[src/rtl/regincr_pipe_pkg.sv]
// Shared types and constants for the pipelined registered incrementer.
// Holds the per-stage sideband payload and the default-configuration totals.
package regincr_pipe_pkg;

    localparam int unsigned DEF_NBITS     = 8;
    localparam int unsigned DEF_NSTAGES   = 2;
    localparam int unsigned DEF_INC       = 1;
    localparam int unsigned DEF_CNT_NBITS = 16;

    // Sideband carried with every message: mode bit and sticky overflow flag
    typedef struct packed {
        logic sat;
        logic ovf;
    } side_t;

    localparam int unsigned SIDE_NBITS = $bits(side_t);

    function automatic int unsigned total_inc(input int unsigned nstages,
                                              input int unsigned inc);
        return nstages * inc;
    endfunction

    localparam int unsigned TOTAL_INC = DEF_NSTAGES * DEF_INC;

endpackage

[src/rtl/regincr_pipe_if.sv]
// Valid/ready stream bundle for the incrementer pipe: input side and output side.
// The DUT uses the slave view; the producer/consumer uses the master view.
interface regincr_pipe_if
    import regincr_pipe_pkg::*;
#(
    parameter int unsigned p_nbits = DEF_NBITS
);
    logic               in_val;
    logic               in_rdy;
    logic [p_nbits-1:0] in_msg;
    logic               in_sat;
    logic               out_val;
    logic               out_rdy;
    logic [p_nbits-1:0] out_msg;
    logic               out_ovf;

    modport master (
        output in_val, in_msg, in_sat, out_rdy,
        input  in_rdy, out_val, out_msg, out_ovf
    );

    modport slave (
        input  in_val, in_msg, in_sat, out_rdy,
        output in_rdy, out_val, out_msg, out_ovf
    );
endinterface

[src/rtl/regincr_pipe_stage.sv]
// One elastic pipeline stage: val/msg/side registers plus an incrementer that
// wraps or saturates according to the mode bit travelling with the message.
module regincr_pipe_stage
    import regincr_pipe_pkg::*;
#(
    parameter int unsigned p_nbits = DEF_NBITS,
    parameter int unsigned p_inc   = DEF_INC
)(
    input  logic               clk,
    input  logic               reset,
    input  logic               rdy,
    input  logic               prev_val,
    input  logic [p_nbits-1:0] prev_msg,
    input  side_t              prev_side,
    output logic               val,
    output logic [p_nbits-1:0] msg,
    output side_t              side
);
    localparam logic [p_nbits:0] INC = (p_nbits+1)'(p_inc);

    logic [p_nbits:0]   sum;
    logic               carry;
    logic [p_nbits-1:0] next_msg;

    assign sum      = {1'b0, prev_msg} + INC;
    assign carry    = sum[p_nbits];
    assign next_msg = (carry && prev_side.sat) ? '1 : sum[p_nbits-1:0];

    // rdy means this stage is empty or its contents leave this edge
    always_ff @(posedge clk or posedge reset) begin
        if (reset) begin
            val  <= 1'b0;
            msg  <= '0;
            side <= '0;
        end else if (rdy) begin
            val <= prev_val;
            if (prev_val) begin
                msg      <= next_msg;
                side.sat <= prev_side.sat;
                side.ovf <= prev_side.ovf | carry;
            end
        end
    end
endmodule

[src/rtl/regincr_pipe.sv]
// Multi-stage registered incrementer with valid/ready handshakes.
// Owns the ready chain, the stage replication and the completed-transfer counter.
module regincr_pipe
    import regincr_pipe_pkg::*;
#(
    parameter int unsigned p_nbits     = DEF_NBITS,
    parameter int unsigned p_nstages   = DEF_NSTAGES,
    parameter int unsigned p_inc       = DEF_INC,
    parameter int unsigned p_cnt_nbits = DEF_CNT_NBITS
)(
    input  logic                   clk,
    input  logic                   reset,
    regincr_pipe_if.slave          bus,
    output logic [p_cnt_nbits-1:0] count
);
    // Index 0 is the input port; index k+1 is the register set of stage k
    logic [p_nstages:0]              val_c;
    logic [p_nstages:0][p_nbits-1:0] msg_c;
    side_t [p_nstages:0]             side_c;
    logic [p_nstages-1:0]            rdy_c;
    logic                            unused_sat;

    assign val_c[0]      = bus.in_val;
    assign msg_c[0]      = bus.in_msg;
    assign side_c[0].sat = bus.in_sat;
    assign side_c[0].ovf = 1'b0;

    // Stage k may capture when it is empty or everything downstream moves
    always_comb begin
        logic r;
        r     = bus.out_rdy;
        rdy_c = '0;
        for (int k = int'(p_nstages) - 1; k >= 0; k--) begin
            r        = !val_c[k+1] || r;
            rdy_c[k] = r;
        end
    end

    for (genvar k = 0; k < p_nstages; k++) begin : g_stage
        regincr_pipe_stage #(
            .p_nbits (p_nbits),
            .p_inc   (p_inc)
        ) u_stage (
            .clk       (clk),
            .reset     (reset),
            .rdy       (rdy_c[k]),
            .prev_val  (val_c[k]),
            .prev_msg  (msg_c[k]),
            .prev_side (side_c[k]),
            .val       (val_c[k+1]),
            .msg       (msg_c[k+1]),
            .side      (side_c[k+1])
        );
    end

    assign bus.in_rdy  = !reset && rdy_c[0];
    assign bus.out_val = val_c[p_nstages];
    assign bus.out_msg = msg_c[p_nstages];
    assign bus.out_ovf = side_c[p_nstages].ovf;
    assign unused_sat  = side_c[p_nstages].sat;

    always_ff @(posedge clk or posedge reset) begin
        if (reset) begin
            count <= '0;
        end else if (bus.out_val && bus.out_rdy) begin
            count <= count + 1'b1;
        end
    end
endmodule

[src/flat_wrapper.sv]
// flat-port wrapper written by rule: the top's interface ports become plain ports
module regincr_pipe_flat import regincr_pipe_pkg::*;
#(
    parameter int unsigned p_nbits     = DEF_NBITS,
    parameter int unsigned p_nstages   = DEF_NSTAGES,
    parameter int unsigned p_inc       = DEF_INC,
    parameter int unsigned p_cnt_nbits = DEF_CNT_NBITS
)
  (clk, reset, count, bus_in_val, bus_in_msg, bus_in_sat, bus_out_rdy, bus_in_rdy, bus_out_val, bus_out_msg, bus_out_ovf);
  regincr_pipe_if #(.p_nbits(p_nbits)) bus_i ();
  input  logic clk;
  input  logic reset;
  output logic [p_cnt_nbits-1:0] count;
  input wire logic [$bits(bus_i.in_val)-1:0] bus_in_val;
  input wire logic [$bits(bus_i.in_msg)-1:0] bus_in_msg;
  input wire logic [$bits(bus_i.in_sat)-1:0] bus_in_sat;
  input wire logic [$bits(bus_i.out_rdy)-1:0] bus_out_rdy;
  output wire logic [$bits(bus_i.in_rdy)-1:0] bus_in_rdy;
  output wire logic [$bits(bus_i.out_val)-1:0] bus_out_val;
  output wire logic [$bits(bus_i.out_msg)-1:0] bus_out_msg;
  output wire logic [$bits(bus_i.out_ovf)-1:0] bus_out_ovf;
  assign bus_i.in_val = bus_in_val;
  assign bus_i.in_msg = bus_in_msg;
  assign bus_i.in_sat = bus_in_sat;
  assign bus_i.out_rdy = bus_out_rdy;
  assign bus_in_rdy = bus_i.in_rdy;
  assign bus_out_val = bus_i.out_val;
  assign bus_out_msg = bus_i.out_msg;
  assign bus_out_ovf = bus_i.out_ovf;
  regincr_pipe #(.p_nbits(p_nbits), .p_nstages(p_nstages), .p_inc(p_inc), .p_cnt_nbits(p_cnt_nbits)) u_core (.clk(clk), .reset(reset), .bus(bus_i), .count(count));
endmodule
[config.mk]
export PLATFORM = sky130hd
export DESIGN_NAME = regincr_pipe_flat
export DESIGN_NICKNAME = d
export VERILOG_FILES = /design/src/rtl/regincr_pipe_pkg.sv /design/src/rtl/regincr_pipe_if.sv /design/src/rtl/regincr_pipe_stage.sv /design/src/rtl/regincr_pipe.sv /design/src/flat_wrapper.sv
export SDC_FILE = /design/constraint.sdc
export NUM_CORES = 1
export LEC_CHECK = 0
export BUFFER_PORTS_ARGS = -buffer_cell sky130_fd_sc_hd__buf_2
export CORE_MARGIN = 3
export CORE_UTILIZATION = 46
export DETAILED_ROUTE_END_ITERATION = 10
export PLACE_DENSITY = 0.7
export SETUP_SLACK_MARGIN = 0.1
export SYNTH_ARGS = -nofsm -noshare
export SYNTH_HDL_FRONTEND = slang
export SYNTH_SLANG_ARGS = --single-unit
[constraint.sdc]
create_clock -name clk -period 2.1 [get_ports clk]
set_clock_uncertainty 0.2 [all_clocks]
set_input_delay 0.105 -clock clk [delete_from_list [all_inputs] [get_ports clk]]
set_output_delay 0.105 -clock clk [all_outputs]
set_load 0.1 [all_outputs]
==> summary.log <==
qor: run_status.outcome completed
qor: route.antenna_left 0
qor: logic_synthesis.ys_warn_count 0
qor: logic_synthesis.yosys-top-cells-area sky130_fd_sc_hd__dfrtp_1 54%, sky130_fd_sc_hd__xnor2_1 9.7%, sky130_fd_sc_hd__nor2_1 5.2%
qor: logic_synthesis.postSynthNetCount 185
qor: worst_setup_path.timing.critical_path.cells dlygate4sd3_1 -> buf_2 -> ha_1 -> nand3_1 -> nor2_1 -> a31oi_1 -> a21oi_1
qor: floorplan.die_h 67.1 um
qor: logic_synthesis.yosys.cell_types.count 27
qor: clock_tree.numCtsBuffers 5
qor: placed_design.place_hpwl 2.55 mm
qor: clock_tree.cts_root_buf sky130_fd_sc_hd__clkbuf_8
qor: placed_design.place.port_buffers 39
qor: route.number_of_vias_per_cell 5.00
qor: clock_tree.clock_path_buffers 2
qor: logic_synthesis.synth.avg_cell_area 10.2 um^2
qor: job.max_cap_violations 0
qor: timing.final_hold_viol_count 0
qor: floorplan.std_cell_rows 21
qor: global_routing.grt.overflow.total 0
qor: timing.report.final.setup_viol 0
qor: floorplan.floorplan.die_area 0.00450 mm^2
qor: logic_synthesis.yosysSeqAreaShare 0.539
qor: global_routing.first_global_vias 1334
qor: timing.fmax 528 MHz
qor: worst_setup_path.worst-path-max-fanout 8
qor: route.drt_iter0_markers 42
qor: clock_tree.number_of_clock_sinks 37
qor: logic_synthesis.yosysTopAreaCellShare 0.539
qor: route.finalWirelength 3.40 mm
qor: route.first_pass_iters 4
qor: clock_tree.cts.htree.levels 2
qor: worst_setup_path.worst_setup_path_start_kind input port
qor: logic_synthesis.postSynthRegisterBits 37
qor: floorplan.core 0.00347 mm^2
qor: floorplan.floorplan.io_pins 40
qor: timing.slew_headroom 0.601
qor: worst_setup_path.timing.critical_path.to_type flop
qor: route.drt-wirelength-per-cell 12.5 um
qor: timing.timing.final.crit_period 1.89 ns
qor: global_routing.grt_max_degree 38
qor: placed_design.dp.cells 254
qor: worst_setup_path.rrSetupSlack 0.37 ns
qor: route.via_count 1354
qor: clock_tree.clkLatencyLatePin 0.29 ns
qor: global_routing.global_route_wire_length_before_repair 5.71 mm
qor: logic_synthesis.dominant_combinational_cell_family_by_area_after_synthesis simple AND/OR/NAND/NOR gates
qor: finish.final_layout_size_suffix_gt1_frac 0.293
qor: finish.postLayoutCoreUtil 0.630
qor: finish.synthToLayoutAreaGrowth 27.3%
qor: power_and_ir_drop.vdd_drop_max 0.732 mV
qor: timing.grt_setup_unrepaired no
qor: logic_synthesis.synth_compound_area_frac 0.0663
qor: clock_tree.clk_pin_slew 0.07 ns
qor: worst_setup_path.critical_path.max_stage_delay 0.53 ns
qor: finish.n_fill_cell 306
qor: finish.antenna-diode-count 0
qor: route.post-route-drc-count 0
qor: logic_synthesis.netlist_instances 169
qor: timing.worst_pin_slew 0.595 ns
qor: logic_synthesis.synthAdderAreaFrac 0.0219
qor: global_routing.globalRouteTotalUtil 0.173
qor: logic_synthesis.synth-xor-area-share 0.133
qor: floorplan.starting_utilization_of_the_core_area 0.495
qor: worst_setup_path.worstPathBufferInverterCount 2
qor: timing.final.period_utilization 0.902
qor: power_and_ir_drop.p_leak 1.02 nW
qor: logic_synthesis.netlist.top_cell.by_area sky130_fd_sc_hd__dfrtp_1
qor: worst_setup_path.cp.required 2.05 ns
qor: worst_setup_path.timing.critical_path.slowest_stage_cell sky130_fd_sc_hd__dlygate4sd3_1
qor: worst_setup_path.setup.worst_path.class input port to flop
qor: finish.final_std_cells_w_o_fill 271
qor: power_and_ir_drop.design_power_total 2.74 mW
qor: hold_path.min_path_type input port to flop
qor: timing.timing.setup.tns 0 ns
qor: logic_synthesis.synth_simple_gate_area_share 0.214
qor: logic_synthesis.mux_contribution_to_synthesized_area 0.00656
qor: finish.finalNetCount 240
qor: clock_tree.post_cts_resized 0
qor: timing.fin_hold_ws 0.0117 ns
qor: worst_setup_path.worst-endpoint-arrival 1.84 ns
qor: clock_tree.cts_tree yes
qor: floorplan.die-width 67.1 um
qor: power_and_ir_drop.power_per_standard_cell_area 1250 mW/mm^2
qor: global_routing.number_of_antenna_violations_at_the_first_check_in_global_routing 0
qor: worst_setup_path.critical-path-top-delay-family buffers and inverters
qor: timing.finalMaxSlewViolations 0
qor: logic_synthesis.syn_area 0.00172 mm^2
qor: placed_design.place_congestion 0.836
[layout by cell type (no fill, tap or decap), types with 3 or more instances in the layout]
master                          netlist  final
sky130_fd_sc_hd__a21oi_1             16     16
sky130_fd_sc_hd__nand2_1             16     16
sky130_fd_sc_hd__nor3_1               4      4
sky130_fd_sc_hd__xnor2_1             19     19
sky130_fd_sc_hd__xor2_1               7      7
sky130_fd_sc_hd__nand3_1             14     14
sky130_fd_sc_hd__dlygate4sd3_1        0      9
sky130_fd_sc_hd__dfrtp_2              0     12
sky130_fd_sc_hd__inv_1                6      6
sky130_fd_sc_hd__ha_1                 3      3
sky130_fd_sc_hd__nor2_1              24     24
sky130_fd_sc_hd__dfrtp_1             37     25
sky130_fd_sc_hd__buf_2                2     38
sky130_fd_sc_hd__clkbuf_8             0      6
[per-layer routing]
metal	track usage	vias up	routed length (um)	share of wire
met5	0	-	0	0
met4	0.101	0	112	0.033
met3	0.0472	9	172	0.051
met2	0.286	35	1600	0.47
met1	0.197	632	1520	0.45
li1	-	678	-	-
[cell type report]
class / instances / area, um^2 / area share
inverter: 6 / 22.5 / 0.0103
clock buffer: 8 / 90.1 / 0.0412
sequential: 37 / 941 / 0.430
timing repair buffer: 50 / 315 / 0.144
multi-input combinational: 124 / 759 / 0.347
tap: 46 / 57.6 / 0.0263
[flip-flops by register name, indices dropped and copies added (netlist names)]
| register | count |
|---|---|
| u_core.count | 16 |
| u_core.g_stage.u_stage.val | 2 |
| u_core.g_stage.u_stage.side | 3 |
| u_core.g_stage.u_stage.msg | 16 |
[power by group]
part	switching, mW	internal, mW	leakage [nW]
sequential	0.131	0.857	0.432
combinational	1.02	0.237	0.544
clock	0.232	0.267	0.0455
total	1.38	1.36	1.02
[logic make-up after synthesis]
| group | after synthesis |
|---|---|
| AO/OA/AOI/OAI | 20 |
| buffers and inverters | 8 |
| multiplexers | 1 |
| adder cells (fa/ha/maj) | 3 |
| XOR/XNOR | 26 |
| flip-flops | 37 |
| AND/OR/NAND/NOR | 74 |
[worst reg2reg max path, cell delays in order (launching register included)]
cell                       delay [ns]
sky130_fd_sc_hd__dfrtp_2         0.44
sky130_fd_sc_hd__nand3b_1        0.16
sky130_fd_sc_hd__nand2_1         0.14
sky130_fd_sc_hd__a31oi_1         0.49
sky130_fd_sc_hd__a21oi_1         0.16
[cells in the mapped netlist, drive strengths merged]
| cell type | instances |
|---|---|
| dfrtp | 37 |
| nor2 | 24 |
| xnor2 | 19 |
| a21oi | 16 |
| nand2 | 16 |
| nand3 | 15 |
| xor2 | 7 |
| inv | 6 |
| nor3 | 4 |
| and2 | 3 |
| ha | 3 |
| nand4 | 3 |
| nor4 | 3 |
| buf | 2 |
| nand2b | 2 |
| a21boi | 1 |
| a22oi | 1 |
| a31o | 1 |
| a31oi | 1 |
| and3 | 1 |
| mux2 | 1 |
| nand3b | 1 |
| or2b | 1 |
| or3 | 1 |
[path summary, 6_finish.rpt]
kind                                                          end  depth (start not counted)                     startpoint
worst max-delay path             u_core.g_stage[0].u_stage.msg[0]                          7                  bus_in_msg[0]
worst min-delay path             u_core.g_stage[0].u_stage.msg[1]                          4                  bus_in_msg[1]
worst max register to register   u_core.g_stage[0].u_stage.msg[0]                          4  u_core.g_stage[1].u_stage.val
worst min register to register                   u_core.count[15]                          1               u_core.count[15]
max in group asynchronous                        u_core.count[10]                          4                          reset
min in group asynchronous       u_core.g_stage[0].u_stage.side[1]                          4                          reset
[repair_timing]
action | CTS | global route
hold endpoints to repair | 48 | 0
setup buffers | 0 | 0
hold buffers | 9 | 0
[stage by stage]
stage                     area (um^2)  setup WS, ns
final                            2190         0.205
after global placement           2010         0.398
after CTS                        2190         0.207
after detailed placement         2010         0.392
after floorplan                  1730         0.125
after global routing             2190         0.123
Power figures use the tool's default switching activity.
